<file path="src/rtl/serial_ram_loader.sv">
// Serial program loader: parses SYNC/ADDR/LEN/payload/CSUM packets from the UART
// byte stream, requests the Z80 bus and writes the payload into main memory.
module serial_ram_loader #(
   parameter int unsigned FIFO_DEPTH = 4,
   parameter int unsigned TIMEOUT    = 2500000,
   parameter logic [7:0]  SYNC       = 8'hA5
) (
   input  logic        clk,
   input  logic        resetn,
   input  logic        rx_valid,
   input  logic [7:0]  rx_data,
   input  logic        busak_n,
   output logic        busrq_n,
   output logic        mem_owner,
   output logic [15:0] mem_addr,
   output logic [7:0]  mem_wdata,
   output logic        mem_we,
   output logic        busy,
   output logic        done,
   output logic        err_csum,
   output logic        err_ovf,
   output logic        err_tmo
);

   localparam int unsigned AW = (FIFO_DEPTH > 1) ? $clog2(FIFO_DEPTH) : 1;
   localparam int unsigned CW = AW + 1;
   localparam int unsigned TW = $clog2(TIMEOUT + 1);

   localparam logic [2:0] S_IDLE   = 3'd0;
   localparam logic [2:0] S_HDR    = 3'd1;
   localparam logic [2:0] S_DATA   = 3'd2;
   localparam logic [2:0] S_CSUM   = 3'd3;
   localparam logic [2:0] S_FINISH = 3'd4;

   logic [2:0]    state, state_nxt;
   logic [1:0]    hdr_cnt, hdr_cnt_nxt;
   logic [15:0]   ptr, ptr_nxt;
   logic [15:0]   remaining, remaining_nxt;
   logic [7:0]    sum, sum_nxt;
   logic [TW-1:0] tmo_cnt, tmo_cnt_nxt;
   logic [AW-1:0] rd_ptr, rd_ptr_nxt, wr_ptr, wr_ptr_nxt;
   logic [CW-1:0] count, count_nxt;
   logic          busrq_n_nxt, mem_owner_nxt, mem_we_nxt, busy_nxt, done_nxt;
   logic [15:0]   mem_addr_nxt;
   logic [7:0]    mem_wdata_nxt;
   logic          err_csum_nxt, err_ovf_nxt, err_tmo_nxt;

   logic [7:0]    fifo_mem [FIFO_DEPTH];

   logic active_c, full_c, pop_req_c, ovf_c, tmo_c, abort_c, push_c, pop_c;

   // A pop in the same cycle frees a slot, so a push to a full FIFO is then legal
   assign active_c  = (state == S_HDR) || (state == S_DATA) || (state == S_CSUM);
   assign full_c    = (count == CW'(FIFO_DEPTH));
   assign pop_req_c = mem_owner && !busak_n && (count != '0);
   assign ovf_c     = (state == S_DATA) && rx_valid && full_c && !pop_req_c;
   assign tmo_c     = active_c && !rx_valid && (tmo_cnt >= TW'(TIMEOUT - 1));
   assign abort_c   = ovf_c || tmo_c;
   assign push_c    = (state == S_DATA) && rx_valid && !ovf_c;
   assign pop_c     = pop_req_c && !abort_c;

   // Next-state and registered-output logic
   always_comb begin
      state_nxt     = state;
      hdr_cnt_nxt   = hdr_cnt;
      ptr_nxt       = ptr;
      remaining_nxt = remaining;
      sum_nxt       = sum;
      tmo_cnt_nxt   = '0;
      rd_ptr_nxt    = rd_ptr;
      wr_ptr_nxt    = wr_ptr;
      count_nxt     = count;
      busrq_n_nxt   = busrq_n;
      mem_owner_nxt = !busrq_n && !busak_n;
      mem_addr_nxt  = mem_addr;
      mem_wdata_nxt = mem_wdata;
      mem_we_nxt    = 1'b0;
      done_nxt      = 1'b0;
      err_csum_nxt  = err_csum;
      err_ovf_nxt   = err_ovf;
      err_tmo_nxt   = err_tmo;

      if (active_c && !rx_valid) tmo_cnt_nxt = tmo_cnt + TW'(1);

      case (state)
         S_IDLE: begin
            if (rx_valid && (rx_data == SYNC)) begin
               state_nxt    = S_HDR;
               hdr_cnt_nxt  = 2'd0;
               sum_nxt      = 8'd0;
               err_csum_nxt = 1'b0;
               err_ovf_nxt  = 1'b0;
               err_tmo_nxt  = 1'b0;
            end
         end
         S_HDR: begin
            if (rx_valid) begin
               hdr_cnt_nxt = hdr_cnt + 2'd1;
               case (hdr_cnt)
                  2'd0: ptr_nxt[15:8] = rx_data;
                  2'd1: ptr_nxt[7:0]  = rx_data;
                  2'd2: remaining_nxt[15:8] = rx_data;
                  default: begin
                     remaining_nxt[7:0] = rx_data;
                     state_nxt = ({remaining[15:8], rx_data} != 16'd0) ? S_DATA : S_CSUM;
                  end
               endcase
            end
         end
         S_DATA: begin
            busrq_n_nxt = 1'b0;
            if (push_c) begin
               sum_nxt       = sum + rx_data;
               remaining_nxt = remaining - 16'd1;
               if (remaining == 16'd1) state_nxt = S_CSUM;
            end
         end
         S_CSUM: begin
            if (rx_valid) begin
               if (rx_data != sum) err_csum_nxt = 1'b1;
               state_nxt = S_FINISH;
            end
         end
         S_FINISH: begin
            if (count == '0) begin
               done_nxt    = 1'b1;
               busrq_n_nxt = 1'b1;
               state_nxt   = S_IDLE;
            end
         end
         default: state_nxt = S_IDLE;
      endcase

      if (push_c) wr_ptr_nxt = wr_ptr + AW'(1);

      // Write engine: one FIFO byte per owned cycle at the auto-incrementing pointer
      if (pop_c) begin
         mem_we_nxt    = 1'b1;
         mem_addr_nxt  = ptr;
         mem_wdata_nxt = fifo_mem[rd_ptr];
         ptr_nxt       = ptr + 16'd1;
         rd_ptr_nxt    = rd_ptr + AW'(1);
      end

      if (push_c && !pop_c)      count_nxt = count + CW'(1);
      else if (!push_c && pop_c) count_nxt = count - CW'(1);

      if (abort_c) begin
         state_nxt   = S_IDLE;
         busrq_n_nxt = 1'b1;
         count_nxt   = '0;
         rd_ptr_nxt  = wr_ptr;
         wr_ptr_nxt  = wr_ptr;
         if (ovf_c) err_ovf_nxt = 1'b1;
         if (tmo_c) err_tmo_nxt = 1'b1;
      end

      busy_nxt = (state_nxt != S_IDLE) || (count_nxt != '0);
   end

   always_ff @(posedge clk) begin
      if (!resetn) begin
         state     <= S_IDLE;
         hdr_cnt   <= 2'd0;
         ptr       <= 16'd0;
         remaining <= 16'd0;
         sum       <= 8'd0;
         tmo_cnt   <= '0;
         rd_ptr    <= '0;
         wr_ptr    <= '0;
         count     <= '0;
         busrq_n   <= 1'b1;
         mem_owner <= 1'b0;
         mem_addr  <= 16'd0;
         mem_wdata <= 8'd0;
         mem_we    <= 1'b0;
         busy      <= 1'b0;
         done      <= 1'b0;
         err_csum  <= 1'b0;
         err_ovf   <= 1'b0;
         err_tmo   <= 1'b0;
      end else begin
         state     <= state_nxt;
         hdr_cnt   <= hdr_cnt_nxt;
         ptr       <= ptr_nxt;
         remaining <= remaining_nxt;
         sum       <= sum_nxt;
         tmo_cnt   <= tmo_cnt_nxt;
         rd_ptr    <= rd_ptr_nxt;
         wr_ptr    <= wr_ptr_nxt;
         count     <= count_nxt;
         busrq_n   <= busrq_n_nxt;
         mem_owner <= mem_owner_nxt;
         mem_addr  <= mem_addr_nxt;
         mem_wdata <= mem_wdata_nxt;
         mem_we    <= mem_we_nxt;
         busy      <= busy_nxt;
         done      <= done_nxt;
         err_csum  <= err_csum_nxt;
         err_ovf   <= err_ovf_nxt;
         err_tmo   <= err_tmo_nxt;
      end
   end

   // Payload storage; contents are don't-care while empty, so no reset
   always_ff @(posedge clk) begin
      if (push_c) fifo_mem[wr_ptr] <= rx_data;
   end

endmodule
</file>
<file path="config.mk">
export PLATFORM = sky130hd
export DESIGN_NAME = serial_ram_loader
export DESIGN_NICKNAME = d
export VERILOG_FILES = /design/src/rtl/serial_ram_loader.sv
export SDC_FILE = /design/constraint.sdc
export NUM_CORES = 1
export LEC_CHECK = 0
export CORE_MARGIN = 2
export CORE_UTILIZATION = 50
export CTS_CLUSTER_DIAMETER = 120
export DETAILED_ROUTE_END_ITERATION = 10
export PLACE_DENSITY = 0.69
export RECOVER_POWER = 100
export SLEW_MARGIN = 10
export SYNTH_ARGS = -nofsm -noshare
export SYNTH_HDL_FRONTEND = slang
export SYNTH_SLANG_ARGS = --single-unit
</file>
<file path="constraint.sdc">
create_clock -name clk -period 5.4 [get_ports clk]
set_clock_uncertainty 0.05 [all_clocks]
set_input_delay 1.08 -clock clk [delete_from_list [all_inputs] [get_ports clk]]
set_output_delay 1.08 -clock clk [all_outputs]
set_load 0.02 [all_outputs]
</file>
Word-level counts from Yosys, hierarchy flattened
Memories as Yosys holds them, arrays and structs flattened. A register that Yosys moved wholly into a read port is not among the register bits. Cells that the tools add are included.

Add/sub/neg operators: 9. Magnitude comparators: 1. Equality and inequality tests: 18. Mux-type cells: 49. Bitwise gates (word level): 2. Reductions and logical operators: 56.

Operators with widths (number): two-way mux 16 bit (5); two-way mux 8 bit (6); two-way mux 3 bit (11); case mux 16 bit (2 select lines) (1); adder 22 x 1 -> 22 bit, second input constant (1); greater-or-equal comparator 22 bit, second input constant (1); nonzero test 2 bit (10); two-way mux 1 bit (17); adder 16 x 1 -> 16 bit, second input constant (1); equality test 16 x 1 -> 1 bit, second input constant (1); case mux 8 bit (2 select lines) (1); nonzero test 16 bit (1); subtractor 16 x 1 -> 16 bit, second input constant (1); case mux 3 bit (5 select lines) (1); logical AND 1 bit (13); != test 2 bit, second input constant (6); AND reduction 3 bit (4); AND reduction 4 bit (3); zero test 1 bit (9); nonzero test 3 bit (3); adder 8 bit (1); equality test 8 bit, second input constant (1); two-way mux 2 bit (4); != test 8 bit (1); 18 further kinds (32).

Flip-flop bits (word level): 98. RAM bits: 32. Word-level logic and storage cells: 156. Memories: 1.

Memories: fifo_mem (depth 4, bits a word 8, read ports 1, clocked after Yosys merged registers in 1, wr ports 1, line 48) `logic [7:0] fifo_mem [FIFO_DEPTH];`.

Logic depth before layout (Yosys ltp)
Depth in word-level cells: 14. Depth in mapped cells: 10.

Least setup slack after synthesis
No wires, ideal clock.

Kind: input -> register. Start: input rx_data[0]. End: register sum[6]. Setup time: 0.127 ns. Arrival: 2.560 ns. Required time: 5.223 ns. Slack: 2.663 ns. Stages: 9. Path buffers: 0. Cell sequence: ha_1 inv_1 fa_1 nor2b_1 o21ai_0 a21oi_1 o21ai_0 nor3b_1 or3_1.

Cells in the longest elaborated chain, start to end: 4. Elaborated cells on any way between the ends: 7.

RTL lines: from (decl) (line 11) `input logic [7:0] rx_data,`; parallel branches: the longest is 4 deep, another holds adder 8 bit; to (signal assigned) (line 187) `sum <= sum_nxt;`; to (decl) (line 39) `logic [7:0] sum, sum_nxt;`.

Parallel ways; which one is timed is not known. The select of a mux whose other input is x is not followed. A chain may end at the register's enable or synchronous reset.

Worst setup path after layout
Start: input rx_valid. End: register ptr[0].

Cells in the longest elaborated chain, start to end: 8. Elaborated cells on any way between the ends: 14.

RTL lines: from (decl) (line 10) `input logic rx_valid,`; logical AND 1 bit or zero test 1 bit (tied branches) (line 56, 57); logical AND 1 bit (on tied branches) (2 in a row) (line 56, 57); logical OR 1 bit (line 58) `assign abort_c = ovf_c || tmo_c;`; zero test 1 bit (line 60) `assign pop_c = pop_req_c && !abort_c;`; logical AND 1 bit (line 60); nonzero test 2 bit (no source line); AND reduction 3 bit (no source line); to (signal assigned) (line 185) `ptr <= ptr_nxt;`; to (decl) (line 37) `logic [15:0] ptr, ptr_nxt;`.

Several ways; a longest one is shown, not always the timed one.

==> flow_summary.ini <==
[synth]
synth-seq-cells = 138
yosysUniqueCellTypes = 71
synth_edf_count = 32
synthCells = 739
synth_ff_type = dfxtp_1
avgSynthCellArea_um2 = 9.15
synthArstFlopShare_pct = 0
synthXorXnorAreaFrac_pct = 3.11
synth.net_count = 774
synth_seq_area_share_pct = 45.6
syn_area_mm2 = 0.00676
synth_warnings = 0
synthSimpleGateAreaFrac_pct = 23.1
synthMuxAreaShare_pct = 2.67
synth_compound_area_share_pct = 17.1
synth_top_family_by_area = simple AND/OR/NAND/NOR gates
synth_adder_area_share_pct = 4.52

[power_and_ir_drop]
switching_share_pct = 21.3
ir_worst_vdd_uv = 190
p_sw_mw = 0.473
pwr_density_cell_mw_per_mm2 = 284
p_int_mw = 1.74
p_clk_share_pct = 50.1
totalPowerFinal_mw = 2.22
p_seq_share_pct = 47.6
p_leak_nw = 2.68
p_comb_share_pct = 2.2

[grt]
grt_max_degree = 44
grt_pass1_vias = 5321
grt_first_pass_wirelength_um = 26000
grt_antenna_before_repair = 0
grtUsageTotal_pct = 22.9
grt.overflow.total = 0

[timing]
rsz0062_at_grt = false
hold_viol_final = 0
layout_min_cycle_time_ns = 3.70
finalSetupTns_ns = 0
post-route-period-util_pct = 68.5
tightest_slew_ns = 1.36
hold_slack_ns = 0.398
finalSetupViolCount = 0
slew_headroom_pct = 9.25
slew_violations = 0
fmax_ghz = 0.271

[critical_path]
cp-start-kind = input port
reg2reg_depth = 6
r2r_setup_slack_ns = 2.27
max_stage_delay_ns = 0.70
path_buf_inv = 1
crit_chain = dlygate4sd3_1 -> or4b_1 -> o21a_1 -> nor2_4 -> o21ai_0 -> a221oi_2
crit_path_top_delay_cell = nor2_4
path_max_fanout = 42
critPathRequiredTime_ns = 5.70
crit_path_end_kind = flop
crit_arrival_ns = 3.99
worst-path-stages = 6
r2r-end = ptr[0]$_SDFFE_PN0P_
r2r-start = state[1]$_SDFF_PN0_
setup.worst_path.start = rx_valid
path_class = in -> reg
path_delay_family = simple AND/OR/NAND/NOR gates
worstSetupEndpoint = ptr[0]$_SDFFE_PN0P_

[final_layout]
layout_commonest_cell = nand2_1
n_antenna_cell = 0
fillers = 1182
seq_area_mm2 = 0.00308
layout.core_utilization_pct = 58.9
drive_gt1_share_pct = 7.91
final_nets = 806
syn2layout_area_growth_pct = 15.4
final_cell_mix = 108 x nand2_1, 106 x dfxtp_1, 63 x a21oi_1, 61 x nor2_1, 42 x dlygate4sd3_1
multi_input_area_mm2 = 0.00337
final_cells = 960

[clock_network]
clk_latency_ns = 0.43
cts_sinks = 138
path_clk_slew_ns = 0.06
cts_buffer_depth = 2
cts_tree = yes
htreeDepth = 4
ctsResizeCount = 0
cts_buffers = 17
root_buffer = clkbuf_16
cts_hold_buf = 0
cts_setup_buffers = 0

[drt]
post-route-drc-count = 0
drt_first_pass_iters = 4
drtAntennaViolNets = 0
wire_per_inst_um = 16.1
vias = 5636
via_per_inst = 5.87
routed_wirelength_um = 15500
drt_iter0_drc = 411

[floorplan]
dieHeight_um = 120
core-area_mm2 = 0.0132
fp.dieW_um = 120
start_util_pct = 51.0
rows = 42
io_pins = 44
die_area_mm2 = 0.0145

[job]
drv_cap = 0

[min_path]
min_from = mem_addr[4]$_SDFFE_PN0P_
min_path_type = reg -> reg

[placement]
place_congestion = 0.859
hpwl_um = 10300
io_buffer_count = 43
place_inst = 928

[outcome]
outcome = completed
-- cell type report --
class,instances,area share (%)
Inverter,23,1.11
Multi-Input combinational cell,541,43.3
Tap cell,176,2.82
Timing Repair Buffer,50,6.05
Clock inverter,13,1.68
Sequential cell,138,39.5
Clock buffer,19,5.55
-- metal layers --
layer | part of all wire, % | vias up | global-route usage, %
met3 | 5.1 | 31 | 5.99
li1 | - | 2760 | -
met2 | 47 | 150 | 36.2
met4 | 2.3 | 0 | 9.52
met1 | 45 | 2695 | 29.8
met5 | 0 | - | 0
-- stage by stage --
step,setup slack [ns],area [um2]
global route,1.49,7800
CTS,1.96,7850
floorplan,2.66,6760
detailed placement,1.52,7280
global placement,1.61,7280
finish,1.70,7800
-- flip-flops by register name, indices dropped and copies added, names as in the netlist, 2 cells and up --
| signal | flops |
|---|---|
| state | 3 |
| mem_addr | 16 |
| wr_ptr | 2 |
| rd_ptr | 2 |
| fifo_mem | 32 |
| sum | 8 |
| mem_wdata | 8 |
| hdr_cnt | 2 |
| count | 3 |
| remaining | 16 |
| ptr | 16 |
| tmo_cnt | 22 |
-- synth_stat cells, types with 4 or more instances --
library cell	number	share of area [%]
nor2b_1	5	0.46
a21oi_1	63	4.7
xor2_1	9	1.2
nor3b_1	5	0.56
nand4_1	12	1.1
nand2_1	108	6.0
ha_1	22	4.1
mux4_2	8	2.7
a22oi_1	6	0.67
o21ai_0	34	2.5
a211oi_1	6	0.67
buf_4	4	0.44
buf_2	4	0.30
o31a_1	5	0.65
a21o_1	5	0.56
and3_1	10	0.93
xnor2_1	15	1.9
and2_1	9	0.83
or3_1	10	0.93
nand2b_1	4	0.37
inv_1	22	1.2
clkbuf_1	23	1.3
nor2_1	61	3.4
nor3_1	16	1.2
o211a_1	5	0.74
dfxtp_1	106	31
and4_1	6	0.78
nor4_1	12	1.1
a311oi_1	5	0.65
a31oi_1	9	0.83
edfxtp_1	32	14
nand3_1	33	2.4
or2_2	4	0.37
-- power by group through the flow --
stage / sequential, mW / combinational, mW / clock, mW
floorplan: 1.08 / 0.0227 / 0
global placement: 1.08 / 0.0502 / 0
detailed placement: 1.08 / 0.0508 / 0
CTS: 1.06 / 0.0512 / 1.13
global route: 1.06 / 0.0534 / 1.19
finish: 1.06 / 0.0490 / 1.11
-- worst min path at each step --
| stage | cells after the start | slack (ns) | end |
|---|---|---|---|
| global placement | 1 | 0.39 | tmo_cnt[0]$_SDFF_PN0_ |
| floorplan | 1 | 0.38 | tmo_cnt[0]$_SDFF_PN0_ |
| finish | 2 | 0.40 | mem_addr[4]$_SDFFE_PN0P_ |
| global route | 2 | 0.42 | mem_addr[4]$_SDFFE_PN0P_ |
| CTS | 2 | 0.41 | mem_addr[9]$_SDFFE_PN0P_ |
| detailed placement | 2 | 0.40 | mem_wdata[2]$_SDFFE_PN0P_ |
-- kinds of logic after synthesis --
logic type / count (synthesis)
AND/OR/NAND/NOR: 311
AO/OA/AOI/OAI: 174
flip-flops: 138
buffers and inverters: 60
XOR/XNOR: 24
adder cells (fa/ha/maj): 24
multiplexers: 8
-- worst register-to-register path: stages (launching register included) --
cell and delay, ns:
dfxtp_1 0.55, nor2_1 0.20, or4b_1 0.63, o21a_1 0.30
nor2_4 0.70, o21ai_0 0.30, a221oi_2 0.31
Note: power is estimated with default switching activity, not from simulation.
